### src/rtl/ln_2to1.sv
// ln_2to1 -- two-input to one-output 4-phase req/ack link merger.
// Each message (addr, dat) from input 0 or input 1 is forwarded unmodified
// to the single downstream link. Simultaneous requests are resolved
// round-robin. Input 0 wins the first tie after reset.
// Optional build macro: LN_2TO1_SYNC_EN adds a 2-flop synchronizer on
// i_0_req, i_1_req and i_ack so sources and sink may run on unrelated clocks.
`timescale 1ns/1ps

`ifndef ADDRESS_SIZE
`define ADDRESS_SIZE 8
`endif
`ifndef DATA_SIZE
`define DATA_SIZE 8
`endif

module ln_2to1 #(
    parameter int ASZ = `ADDRESS_SIZE,
    parameter int DSZ = `DATA_SIZE
) (
    input  logic           i_clk,
    input  logic           i_rst_n,
    input  logic [ASZ-1:0] i_0_addr,
    input  logic [DSZ-1:0] i_0_dat,
    input  logic           i_0_req,
    output logic           o_0_ack,
    input  logic [ASZ-1:0] i_1_addr,
    input  logic [DSZ-1:0] i_1_dat,
    input  logic           i_1_req,
    output logic           o_1_ack,
    output logic [ASZ-1:0] o_addr,
    output logic [DSZ-1:0] o_dat,
    output logic           o_req,
    input  logic           i_ack,
    output logic           o_busy
);

    typedef enum logic [1:0] {
        IDLE    = 2'd0,
        OUT_REQ = 2'd1,
        OUT_REL = 2'd2,
        IN_REL  = 2'd3
    } state_t;

    // Handshake inputs as seen by the FSM: bit 0 = req_0, 1 = req_1, 2 = ack_s
    logic [2:0] hs_raw;
    logic [2:0] hs_sampled;
    logic       req_0;
    logic       req_1;
    logic       ack_s;

    assign hs_raw = {i_ack, i_1_req, i_0_req};

`ifdef LN_2TO1_SYNC_EN
    generate
        for (genvar gi = 0; gi < 3; gi++) begin : g_sync
            logic meta_reg;
            logic sync_reg;

            // Two-flop synchronizer; data lines need none because the
            // protocol holds them stable while req is high.
            always_ff @(posedge i_clk or negedge i_rst_n) begin
                if (!i_rst_n) begin
                    meta_reg <= 1'b0;
                    sync_reg <= 1'b0;
                end else begin
                    meta_reg <= hs_raw[gi];
                    sync_reg <= meta_reg;
                end
            end

            assign hs_sampled[gi] = sync_reg;
        end
    endgenerate
`else
    assign hs_sampled = hs_raw;
`endif

    assign req_0 = hs_sampled[0];
    assign req_1 = hs_sampled[1];
    assign ack_s = hs_sampled[2];

    state_t         state_reg,      state_next;
    logic           last_grant_reg, last_grant_next;
    logic           sel_reg,        sel_next;
    logic [ASZ-1:0] addr_reg,       addr_next;
    logic [DSZ-1:0] dat_reg,        dat_next;
    logic           req_out_reg,    req_out_next;
    logic           ack0_reg,       ack0_next;
    logic           ack1_reg,       ack1_next;
    logic           grant_sel;
    logic           req_sel;

    // State and registered outputs; everything clears asynchronously so a
    // reset mid-transfer abandons the message instead of replaying it.
    always_ff @(posedge i_clk or negedge i_rst_n) begin
        if (!i_rst_n) begin
            state_reg      <= IDLE;
            last_grant_reg <= 1'b1;
            sel_reg        <= 1'b0;
            addr_reg       <= '0;
            dat_reg        <= '0;
            req_out_reg    <= 1'b0;
            ack0_reg       <= 1'b0;
            ack1_reg       <= 1'b0;
        end else begin
            state_reg      <= state_next;
            last_grant_reg <= last_grant_next;
            sel_reg        <= sel_next;
            addr_reg       <= addr_next;
            dat_reg        <= dat_next;
            req_out_reg    <= req_out_next;
            ack0_reg       <= ack0_next;
            ack1_reg       <= ack1_next;
        end
    end

    // Next-state logic: arbitrate in IDLE, then walk the downstream and
    // upstream handshakes for the granted input.
    always_comb begin
        state_next      = state_reg;
        last_grant_next = last_grant_reg;
        sel_next        = sel_reg;
        addr_next       = addr_reg;
        dat_next        = dat_reg;
        req_out_next    = req_out_reg;
        ack0_next       = ack0_reg;
        ack1_next       = ack1_reg;
        grant_sel       = 1'b0;
        req_sel         = sel_reg ? req_1 : req_0;

        case (state_reg)
            IDLE: begin
                if (req_0 || req_1) begin
                    // A tie goes to whichever input was not served last.
                    grant_sel       = (req_0 && req_1) ? ~last_grant_reg : req_1;
                    sel_next        = grant_sel;
                    last_grant_next = grant_sel;
                    addr_next       = grant_sel ? i_1_addr : i_0_addr;
                    dat_next        = grant_sel ? i_1_dat  : i_0_dat;
                    req_out_next    = 1'b1;
                    state_next      = OUT_REQ;
                end
            end
            OUT_REQ: begin
                if (ack_s) begin
                    req_out_next = 1'b0;
                    if (sel_reg) begin
                        ack1_next = 1'b1;
                    end else begin
                        ack0_next = 1'b1;
                    end
                    state_next = OUT_REL;
                end
            end
            OUT_REL: begin
                if (!ack_s) begin
                    state_next = IN_REL;
                end
            end
            IN_REL: begin
                if (!req_sel) begin
                    ack0_next  = 1'b0;
                    ack1_next  = 1'b0;
                    state_next = IDLE;
                end
            end
            default: begin
                state_next = IDLE;
            end
        endcase
    end

    assign o_addr  = addr_reg;
    assign o_dat   = dat_reg;
    assign o_req   = req_out_reg;
    assign o_0_ack = ack0_reg;
    assign o_1_ack = ack1_reg;
    assign o_busy  = (state_reg != IDLE);

endmodule

### config.mk
export PLATFORM = sky130hd
export DESIGN_NAME = ln_2to1
export DESIGN_NICKNAME = d
export VERILOG_FILES = /design/src/rtl/ln_2to1.sv
export SDC_FILE = /design/constraint.sdc
export NUM_CORES = 1
export LEC_CHECK = 0
export BUFFER_PORTS_ARGS = -buffer_cell sky130_fd_sc_hd__buf_2
export CELL_PAD_IN_SITES_DETAIL_PLACEMENT = 0
export CELL_PAD_IN_SITES_GLOBAL_PLACEMENT = 2
export CORE_MARGIN = 2
export CORE_UTILIZATION = 24
export DETAILED_ROUTE_END_ITERATION = 6
export PLACE_DENSITY_LB_ADDON = 0.1
export SYNTH_ARGS = -nofsm -noshare
export SYNTH_HDL_FRONTEND = slang
export SYNTH_SLANG_ARGS = --single-unit
### constraint.sdc
create_clock -name i_clk -period 1.48 [get_ports i_clk]
set_input_delay 0.296 -clock i_clk [delete_from_list [all_inputs] [get_ports i_clk]]
set_output_delay 0.296 -clock i_clk [all_outputs]
set_load 0.01 [all_outputs]
==> flow_summary.yaml <==
placement:
  dpl_cell_area_sq_um: 1590
  placed_cells: 241
  pre_cts_slack_ns: 0.00568
  dp_hpwl_mm: 2.22
  port_buffers: 56
  gp_congestion: 0.703
die:
  die_h_microns: 74.9
  start_util: 0.252
  coreArea_sq_um: 4790
  num_rows: 25
  die_w_microns: 74.9
  io_pins: 57
  die_area_sq_um: 5610
cts:
  htree_levels: 1
  cts.sinks: 23
  cts_buffers: 3
  clk_path_buf_depth: 2
  root_buffer: "clkbuf_8"
  path_clk_slew_ns: 0.08
  cts_tree: "built"
  hold_buffers: 0
  insertion_delay_ns: 0.26
timing:
  slew_violations: 0
  worst_slack_ns: 0.0645
  fin_crit_sh: 0.956
  tightest_slew_ns: 0.525
  fin_crit_ns: 1.42
  tns_ns: 0
  hold_viol: 0
  rsz0062_at_grt: "false"
  finalSetupViolCount: 0
  clock.fmax_ghz: 0.706
  hold_ws_ns: 0.000970
  skew_ns: 0.00268
  maxSlewHeadroom: 0.650
critical_path:
  start_kind: "flop"
  endpoint_kind: "flop"
  cp_cell_sequence: "inv_2, ha_2, a22oi_2, nand3_2, mux2_4"
  crit_slowest_cell: "dfrtp_1"
  cp_max_fo: 4
  worstPathArrival_ns: 1.57
  r2r_cells: 5
  cpPeakStageDelay_ns: 0.41
  path_class: "reg -> reg"
  required_ns: 1.63
synth:
  yosysSeqAreaShare: 0.478
  async_reset_ff_frac: 1.00
  synth_top_area_share: 0.456
  synth_area_leaders: "dfrtp_1, mux2i_1, ha_1, o21ai_0, nand2_1"
  synth_cell_type_count: 24
  yosysMostFrequentCell: "dfrtp_1"
  ys.flop_type: "dfrtp_1"
  synth_top_cell_by_area: "dfrtp_1"
  synth_area_sq_um: 1210
  syn_area_per_cell_sq_um: 10.4
  synth_cells: 116
  ys_ff_latch: 23
  yosys-top-cells-count: "dfrtp_1, nand2_1, mux2i_1"
  synth_edf_count: 0
  synth-warning-count: 0
  synth_nets: 159
grt:
  antenna_found_initial: 0
  grtUsageMet2: 0.171
  grt_pass1_vias: 1005
  grt_use_total: 0.106
  grt_pass1_wl_mm: 4.56
  grtUsageMet1: 0.134
  grt.busiest_layer: "met2"
  gr-total-overflow: 0
  grt_max_degree: 24
  grtUsageMet3: 0.0295
layout:
  fin_util: 0.348
  area.growth.synth_to_final_pct: 38.3
  final_cell_count_no_fill: 246
  drive_above_1_share: 0.447
  stdcell_area_sq_um: 1670
  final_nets: 223
  fillers: 508
  antennaDiodeCount: 0
route:
  final_antenna_net_count: 0
  wire_per_inst_microns: 11.6
  firstDrtPassIters: 3
  viasPerCell: 4.20
  drc: 0
  drt-total-wl_mm: 2.84
  routed-via-count: 1032
  first_iter_violations: 36
job:
  cap_violations: 0
run_status:
  outcome: "completed"
pwr:
  p_total_mw: 3.12
  ir_drop_v: 0.000616
  power_leakage_nw: 0.843
  powerDensity_nw_per_um2: 1870
hold_path:
  hp-class: "in -> async"
-- power by group --
group	internal (mW)	switching, mW	leakage, nW
combinational	0.768	0.851	0.541
sequential	0.951	0.168	0.279
clock	0.192	0.194	0.0228
total	1.91	1.21	0.843
-- metal layers --
| metal | routed length (microns) | share of wire |
|---|---|---|
| met1 | 1290 | 0.45 |
| met2 | 1330 | 0.47 |
| met3 | 207 | 0.073 |
| met4 | 23 | 0.0081 |
| met5 | 0 | 0 |
-- cell usage in the layout, fill, tap and decap left out, types with 7 or more instances in the layout --
cell type / instances
o21ai_0: 14
mux2i_1: 16
buf_2: 56
dfrtp_1: 22
buf_4: 7
nand2_1: 18
o21ai_1: 9
-- cell type report --
cell class | instances | area, sq um | area share
inverter | 5 | 18.8 | 0.0113
multi-input combinational | 83 | 591 | 0.354
sequential | 23 | 577 | 0.346
clock buffer | 4 | 45.0 | 0.0270
timing repair buffer | 64 | 353 | 0.212
tap | 67 | 83.8 | 0.0503
-- cell families after synthesis --
family                   share of synthesized area
flip-flops                                   0.478
adder cells (fa/ha/maj)                     0.0622
AND/OR/NAND/NOR                             0.0944
buffers and inverters                       0.0539
multiplexers                                 0.158
AO/OA/AOI/OAI                                0.154
-- worst max-delay path: cells and delay by family, from the launching register on --
| kind | cells | cell delay (ns) |
|---|---|---|
| buffers and inverters | 1 | 0.09 |
| adders and majority gates | 1 | 0.21 |
| and+or+nand+nor | 1 | 0.12 |
| muxes | 1 | 0.30 |
| AOI/OAI and AO/OA | 1 | 0.17 |
| DFF | 1 | 0.41 |
-- worst paths after layout --
| path | start | to | slack [ns] |
|---|---|---|---|
| worst max-delay path | state_reg[1]$_DFFE_PN0P_ | state_reg[1]$_DFFE_PN0P_ | 0.06 |
| worst min-delay path | i_rst_n | state_reg[0]$_DFFE_PN0P_ | 0.001 |
| worst max register to register | state_reg[1]$_DFFE_PN0P_ | state_reg[1]$_DFFE_PN0P_ | 0.06 |
| worst min register to register | o_addr[6]$_DFFE_PN0P_ | o_addr[6]$_DFFE_PN0P_ | 0.48 |
| max in group asynchronous | i_rst_n | last_grant_reg$_DFFE_PN1P_ | 1.12 |
| min in group i_clk | i_0_req | last_grant_reg$_DFFE_PN1P_ | 0.27 |
-- what timing repair did --
action	in CTS	in global routing
setup buffers	1	0
resized for setup	0	7
cloned	0	0
endpoints found under the setup margin	2	2
pin swaps	0	0
Note: power is estimated with default switching activity, not from simulation.
